--- config.mk ---
export PLATFORM = sky130hd
export DESIGN_NAME = block_transfer_sequencer
export DESIGN_NICKNAME = d
export VERILOG_FILES = /design/src/rtl/block_transfer_sequencer_pkg.sv /design/src/rtl/block_transfer_sequencer_lowest_set_bit.sv /design/src/rtl/block_transfer_sequencer.sv
export SDC_FILE = /design/constraint.sdc
export NUM_CORES = 1
export LEC_CHECK = 0
export ABC_AREA = 1
export CAP_MARGIN = 20
export CELL_PAD_IN_SITES_DETAIL_PLACEMENT = 1
export CELL_PAD_IN_SITES_GLOBAL_PLACEMENT = 1
export CORE_MARGIN = 5
export CORE_UTILIZATION = 36
export CTS_CLUSTER_SIZE = 8
export DETAILED_ROUTE_END_ITERATION = 8
export GPL_TIMING_DRIVEN = 0
export PLACE_DENSITY = 0.95
export RECOVER_POWER = 25
export SYNTH_ARGS = -nofsm -noshare
export SYNTH_HDL_FRONTEND = slang
export SYNTH_HIERARCHICAL = 1
export SYNTH_SLANG_ARGS = --single-unit
export TNS_END_PERCENT = 10
--- constraint.sdc ---
create_clock -name clk -period 5.1 [get_ports clk]
set_clock_uncertainty 0.2 [all_clocks]
set_input_delay 1.02 -clock clk [delete_from_list [all_inputs] [get_ports clk]]
set_output_delay 1.02 -clock clk [all_outputs]
set_load 0.03 [all_outputs]
--- src/rtl/block_transfer_sequencer_pkg.sv ---
// Shared definitions for the block-transfer sequencer: field widths,
// state encoding, the block-transfer class opcode and an offset helper.
package block_transfer_sequencer_pkg;

    localparam int unsigned LIST_W = 16;
    localparam int unsigned REG_W  = 4;
    localparam int unsigned OFF_W  = 6;

    // instruction[27:25] value that marks a block-transfer word
    localparam logic [2:0] BT_CLASS = 3'b100;

    typedef enum logic [1:0] {
        ST_IDLE  = 2'd0,
        ST_ISSUE = 2'd1,
        ST_WBASE = 2'd2
    } bts_state_e;

    // Byte offset of a micro-op: four bytes per transferred register
    function automatic logic [OFF_W-1:0] offset_of(input logic [REG_W-1:0] idx);
        return OFF_W'({idx, 2'b00});
    endfunction

endpackage

--- src/rtl/block_transfer_sequencer_lowest_set_bit.sv ---
// lowest_set_bit: priority encoder returning the index of the lowest set
// bit of a 16-bit vector.
//   vec   - input vector
//   idx   - index of the lowest set bit (0 when vec is zero)
//   valid - vec has at least one bit set
module lowest_set_bit
    import block_transfer_sequencer_pkg::*;
(
    input  logic [LIST_W-1:0] vec,
    output logic [REG_W-1:0]  idx,
    output logic              valid
);

    // Scan from the top down so the lowest set bit wins the last assignment
    always_comb begin
        idx   = '0;
        valid = 1'b0;
        for (int i = LIST_W - 1; i >= 0; i--) begin
            if (vec[i]) begin
                idx   = REG_W'(i);
                valid = 1'b1;
            end
        end
    end

endmodule

--- src/rtl/block_transfer_sequencer.sv ---
// block_transfer_sequencer: expands a block-transfer (load/store multiple)
// instruction into one micro-op per listed register, optionally followed by
// a base-writeback micro-op, while freezing fetch/decode.
//
// Configuration macro: BLOCK_TRANSFER_WRITEBACK_EN -- when defined, W=1
// appends a WBASE micro-op; otherwise the W bit is ignored and uop_base_wb
// is tied to 0.
//
// Ports:
//   clk, rst        - clock, asynchronous active-high reset
//   instruction     - word in decode (list=[15:0] Rn=[19:16] L=[20] W=[21])
//   cond_pass       - condition check passed for the word
//   Hazard          - decode stall request
//   flush           - taken-branch flush, aborts any sequence
//   cycle_freeze    - hold fetch and decode registers
//   uop_valid       - micro-op presented this cycle
//   uop_reg         - register transferred
//   uop_load        - 1 load, 0 store
//   uop_base        - base register Rn
//   uop_offset      - byte offset of the micro-op
//   uop_base_wb     - micro-op is the base writeback
//   seq_done        - pulse on the final micro-op
module block_transfer_sequencer
    import block_transfer_sequencer_pkg::*;
#(
    parameter int unsigned ADDRESS_LEN = 32
) (
    input  logic                   clk,
    input  logic                   rst,
    input  logic [ADDRESS_LEN-1:0] instruction,
    input  logic                   cond_pass,
    input  logic                   Hazard,
    input  logic                   flush,
    output logic                   cycle_freeze,
    output logic                   uop_valid,
    output logic [REG_W-1:0]       uop_reg,
    output logic                   uop_load,
    output logic [REG_W-1:0]       uop_base,
    output logic [OFF_W-1:0]       uop_offset,
    output logic                   uop_base_wb,
    output logic                   seq_done
);

    bts_state_e        state;
    logic [LIST_W-1:0] list_q;
    logic [REG_W-1:0]  rn_q;
    logic [REG_W-1:0]  idx_q;
    logic              load_q;

    logic [REG_W-1:0]  lsb_idx;
    logic              lsb_valid;
    logic              class_match;
    logic              start;
    logic              last_bit;
    logic              issue_go;
    logic              wb_go;
    logic              goto_wb;
    logic              final_uop;
    logic              unused_bits;

`ifdef BLOCK_TRANSFER_WRITEBACK_EN
    logic              wb_q;
    assign goto_wb     = wb_q;
    assign unused_bits = ^{instruction[ADDRESS_LEN-1:28], instruction[24:22]};
`else
    assign goto_wb     = 1'b0;
    assign unused_bits = ^{instruction[ADDRESS_LEN-1:28], instruction[24:21]};
`endif

    lowest_set_bit u_lsb (
        .vec   (list_q),
        .idx   (lsb_idx),
        .valid (lsb_valid)
    );

    // Decode-side and sequence-side qualifiers
    assign class_match = (instruction[27:25] == BT_CLASS);
    assign start       = (state == ST_IDLE) && class_match && cond_pass && !Hazard
                         && !flush && (instruction[15:0] != '0);
    // Only one bit remains when clearing the lowest leaves nothing
    assign last_bit    = ((list_q & (list_q - LIST_W'(1))) == '0);
    assign issue_go    = (state == ST_ISSUE) && !Hazard && !flush && lsb_valid;
`ifdef BLOCK_TRANSFER_WRITEBACK_EN
    assign wb_go       = (state == ST_WBASE) && !Hazard && !flush;
`else
    assign wb_go       = 1'b0;
`endif
    assign final_uop   = (issue_go && last_bit && !goto_wb) || wb_go;

    // Sequence state, latched fields and micro-op index
    always_ff @(posedge clk or posedge rst) begin
        if (rst) begin
            state  <= ST_IDLE;
            list_q <= '0;
            rn_q   <= '0;
            idx_q  <= '0;
            load_q <= 1'b0;
`ifdef BLOCK_TRANSFER_WRITEBACK_EN
            wb_q   <= 1'b0;
`endif
        end else begin
            case (state)
                ST_IDLE: begin
                    if (start) begin
                        list_q <= instruction[15:0];
                        rn_q   <= instruction[19:16];
                        load_q <= instruction[20];
`ifdef BLOCK_TRANSFER_WRITEBACK_EN
                        wb_q   <= instruction[21];
`endif
                        idx_q  <= '0;
                        state  <= ST_ISSUE;
                    end
                end
                ST_ISSUE: begin
                    if (flush) begin
                        state <= ST_IDLE;
                    end else if (issue_go) begin
                        list_q <= list_q & ~(LIST_W'(1) << lsb_idx);
                        // Saturate so a full 16-register list stays at offset 60
                        if (idx_q != REG_W'(LIST_W - 1)) begin
                            idx_q <= idx_q + REG_W'(1);
                        end
                        if (last_bit) begin
                            state <= goto_wb ? ST_WBASE : ST_IDLE;
                        end
                    end
                end
                ST_WBASE: begin
                    if (flush || !Hazard) begin
                        state <= ST_IDLE;
                    end
                end
                default: state <= ST_IDLE;
            endcase
        end
    end

    // Micro-op outputs; reset gates them so they drop without waiting for an edge
    always_comb begin
        cycle_freeze = 1'b0;
        uop_valid    = 1'b0;
        uop_reg      = '0;
        uop_load     = 1'b0;
        uop_base     = '0;
        uop_offset   = '0;
        uop_base_wb  = 1'b0;
        seq_done     = 1'b0;
        if (!rst) begin
            if (state == ST_IDLE) begin
                cycle_freeze = start;
            end else begin
                cycle_freeze = !final_uop;
            end
            if (issue_go || wb_go) begin
                uop_valid   = 1'b1;
                uop_reg     = issue_go ? lsb_idx : '0;
                uop_load    = load_q;
                uop_base    = rn_q;
                uop_offset  = offset_of(idx_q);
                uop_base_wb = wb_go;
            end
            seq_done = final_uop;
        end
    end

endmodule
# Word-level counts from Yosys, hierarchy flattened
# Index checks and enable logic that the tools add are counted.
dict set report totals {
  regBits 27
  in_bits 37
  out_inout_bits 19
}
dict set report op_classes {
  n_addsub 2
  n_eq_ne 11
  shifts 1
  n_mux 60
  n_bitwise 3
  n_reduce_logical 21
}
# op n
set ops {}
lappend ops {{$mux 4} 24}
lappend ops {{$mux 16} 3}
lappend ops {{$and 16x16->16} 2}
lappend ops {{$pmux 16 s2} 1}
lappend ops {{$mux 1} 23}
lappend ops {{$logic_not 16->1} 1}
lappend ops {{$not 16->16} 1}
lappend ops {{$reduce_bool 16->1} 1}
lappend ops {{$shl 1x4->16 const A} 1}
lappend ops {{$sub 16x1->16 const B} 1}
lappend ops {{$mux 6} 2}
lappend ops {{$mux 2} 5}
lappend ops {{$logic_and 1x1->1} 9}
lappend ops {{$ne 2x2->1 const B} 4}
lappend ops {{$pmux 4 s2} 1}
lappend ops {{$reduce_and 4->1} 2}
lappend ops {{$ne 3x3->1 const B} 2}
lappend ops {{$pmux 2 s3} 1}
lappend ops {{$reduce_and 5->1} 1}
lappend ops {{$add 4x1->4 const B} 1}
lappend ops {{$ne 4x4->1 const B} 1}
lappend ops {{$eq 3x3->1 const B} 1}
lappend ops {{$logic_not 1->1} 3}
lappend ops {{$eq 2x1->1 const B} 1}
lappend ops {{6 further kinds} 6}

# Longest topological paths before layout
dict set report logic_depth {
  word_depth 22
  depth_mapped 21
  ltp_nobuf 20
}

# Cells and area by module
# The synthesis kept the hierarchy.
# module n_inst cells_per_inst area_each_um2
set by_module_without_submodules {}
lappend by_module_without_submodules {block_transfer_sequencer 1 280 1843.0}
lappend by_module_without_submodules {lowest_set_bit 1 49 209.0}

# Worst setup path after synthesis
# Ideal clock, no wire load.
dict set report synth_timing {
  path_kind {input -> output}
  startpoint {input flush}
  endpoint {output seq_done}
  t_arrival_ns 2.550
  t_required_ns 3.880
  slack_ns 1.330
  stages 7
  path_cell_list {inv_2 > nand3_1 > nor2_2 > inv_2 > nor2_1 > inv_2 > nor2_1}
}
dict set report synth_between {
  elab_chain_len 5
}
# item line
set synth_lines {}
lappend synth_lines {{start: declaration} block_transfer_sequencer.sv:33} ;# input logic flush,
lappend synth_lines {{$logic_not 1->1} block_transfer_sequencer.sv:82} ;# assign issue_go = (state == ST_ISSUE) && !Hazard && !flush && lsb_valid;
lappend synth_lines {{$logic_and 1x1->1 (2 in series)} block_transfer_sequencer.sv:82}
lappend synth_lines {{$logic_and 1x1->1} block_transfer_sequencer.sv:88} ;# assign final_uop = (issue_go && last_bit && !goto_wb) || wb_go;
lappend synth_lines {{$mux 1} block_transfer_sequencer.sv:149} ;# if (!rst) begin
lappend synth_lines {{end: declaration} block_transfer_sequencer.sv:41} ;# output logic seq_done
# No other way between the ends.

# Final worst setup path
dict set report layout_timing {
  startpoint {input flush}
  endpoint {output uop_reg[3]}
}
dict set report layout_between {
  elab_chain_len 5
}
# item line
set layout_lines {}
lappend layout_lines {{$logic_not 1->1} block_transfer_sequencer.sv:82}
lappend layout_lines {{$logic_and 1x1->1 (2 in series)} block_transfer_sequencer.sv:82}
lappend layout_lines {{$mux 4} block_transfer_sequencer.sv:155} ;# if (issue_go || wb_go) begin
lappend layout_lines {{$mux 4} block_transfer_sequencer.sv:149}
lappend layout_lines {{end: declaration} block_transfer_sequencer.sv:36} ;# output logic [REG_W-1:0] uop_reg,
# No other way between the ends.

==> run metrics <==
Hold Crit Depth 2; vias in the first global route roughly 2600; Slew Viols, Final 0; reg2reg setup slack 2.41 ns; R2R Path Start list_q[13]$_DFFE_PP0P_; net switching power figure 0.856 mW; Clk network pwr share 0.119; Nets about 420; launch point of the worst hold path rn_q[2]$_DFFE_PP0P_; Wirelength per Cell 16.5 um; Sw Share 0.560; maxcap violations 0; outcome completed; crit path DAT 3.24 ns; mean post-synth cell area 6.24 um2; clock slew at reported path FFs 0.10 ns; Max Clock Freq 224 MHz; most frequent cells in the layout nand2_1 (121), nor2_1 (47), clkdlybuf4s50_1 (43), nand3_1 (32), dfrtp_1 (26); leak pwr 1.29 nW; Via-to-Cell Ratio ~5.4; final hold slack 0.297 ns; Mapped Cells 329; # clock sinks 26; Ant. Diodes 0; row count 27; num ports 56; Seq/Total Area, Yosys 0.317; antenna violations before repair 0; Power Dens Cells 575 nW/um2; DP Area 2580 um2; endpoint type of the worst setup path primary output; Final setup viols 0; post-synth cell types 28; final hold violation count 0; Slew headroom 0.209; die width 85.5 um; type of origin of the critical path input pin; Mapped Area 2050 um2; Clock Tree Root clkbuf_8; post-cts resize count 0; clock latency on the worst-skew pair 0.29 ns; Worst Hold Class reg2reg; Worst EP required about 3.9 ns; Final GP Congestion around 0.87; Critical R2R Capture list_q[7]$_DFFE_PP0P_; number of remaining DRC errors 0; sequential share of power 0.244; number of setup buffers added after CTS 0; Core Util, Final 0.482; Peak VDD IR 361 uV; starting density of the core 0.373; fraction of registers with async set/reset 1.00; PortBufs 43; Worst Hold End rn_q[2]$_DFFE_PP0P_; clock tree buffer depth 2; Top FF cell, synth dfrtp_1; Routed Antenna Nets 0; router iterations before antenna repair 4; global-route wire length before repair about 12000 um; YS warnings 6; CP Max Fanout 9; min Tclk post-route 4.46 ns; Routed WL 7440 um; Num CTS Buffers 3; initial drt markers between 100 and 150; HPWL Detailed 5580 um; Vias 2431; Logic pwr share 0.637; GRT Overall Usage 0.207; R2R cell count 20; slew at the pin closest to its max-slew limit 1.19 ns; Core ar. 5510 um2; CTS H-Tree Depth 1; CTS tree done; hold_buf cts 0; final setup TNS 0 ns; Layout fillers 746; Remaining Overflow, GRT 0; P&R area growth vs syn 29.4%; fin area 2660 um2; commonest non-fill, non-tap cell in the layout nand2_1; RSZ-0062 raised after global routing false; die height 85.5 um; Int Pwr 0.672 mW; number of flops mapped to enable cells by yosys 0; Die ar. 7310 um2; Pwr Total between 1.5 and 2 mW; pin count of the biggest net entering global routing 27; share of cells above drive strength 1 0.0818; period utilization 0.874; post-synthesis register bit count 26; critical path type in2out
## metrics by stage
step,setup WS (ns),cells
2_1_floorplan,1.33,331
3_3_place_gp,0.717,446
3_5_place_dp,0.695,446
4_1_cts,0.682,450
5_1_grt,0.508,451
6_report,0.642,451
## worst max-delay path, cell delays in order
cell	delay (ns)
clkdlybuf4s50_1	0.41
inv_2	0.10
nand3_1	0.09
nor2_2	0.34
inv_2	0.14
nor2_1	0.18
inv_2	0.11
nor2_1	0.15
clkdlybuf4s50_1	0.70
## state kept, by name, indices dropped and copies added, names as in the netlist
name    flops
load_q      1
state       1
rn_q        4
idx_q       4
list_q     16
## power by group through the flow
stage	clock (mW)	sequential [mW]	combinational [mW]
floorplan	0	0.336	0.716
global placement	0	0.365	0.901
detailed placement	0	0.374	0.944
CTS	0.180	0.370	0.963
global route	0.190	0.385	1.12
finish	0.181	0.373	0.973
## synth_stat cells, types with 2 or more instances
| cell type | instances | area (um2) |
|---|---|---|
| nor4_1 | 5 | 31.3 |
| inv_1 | 23 | 86.3 |
| nand3_1 | 32 | 160 |
| buf_2 | 6 | 30.0 |
| buf_4 | 3 | 22.5 |
| o41ai_1 | 16 | 140 |
| o21ai_0 | 4 | 20.0 |
| nor3_1 | 5 | 25.0 |
| a21oi_1 | 8 | 40.0 |
| buf_6 | 2 | 22.5 |
| nand4_1 | 3 | 18.8 |
| inv_2 | 10 | 37.5 |
| dfrtp_1 | 26 | 651 |
| nand3b_1 | 2 | 15.0 |
| nand2_1 | 121 | 454 |
| clkbuf_1 | 5 | 18.8 |
| nor2_1 | 47 | 176 |
## cell families after synthesis
family	share of synthesized area
flip-flops	0.317
AO/OA/AOI/OAI	0.104
other	0.00183
XOR/XNOR	0.00427
buffers and inverters	0.106
AND/OR/NAND/NOR	0.460
adder cells (fa/ha/maj)	0.00610
## cell type report
class                   instances  area (um2)  share of cell area
well taps                      72        90.1              0.0339
repair buffers                 44         434               0.164
clock buffers                   3        41.3              0.0156
inverters                      33         124              0.0467
plain buffers                  16        93.8              0.0353
flip-flops and latches         26         651               0.245
clock inverters                 1        30.0              0.0113
multi-input cells             256        1190               0.449
## per-layer routing
metal  up-vias  global-route usage  wire [um]
li1       1165                   -          -
met4         0              0.0647        174
met2        64               0.383       3920
met5         -                   0          0
met1      1188               0.246       3040
met3        14              0.0279        307
## how the worst max path moves through the flow
stage / start / to / slack [ns] / cells after the start
finish: flush / uop_reg[3] / 0.64 / 9
global route: flush / uop_reg[3] / 0.51 / 9
CTS: flush / uop_reg[3] / 0.68 / 9
detailed placement: flush / uop_reg[0] / 0.69 / 9
global placement: flush / uop_reg[3] / 0.72 / 9
floorplan: flush / seq_done / 1.33 / 7
No activity file was read; power rests on OpenSTA's default activity.
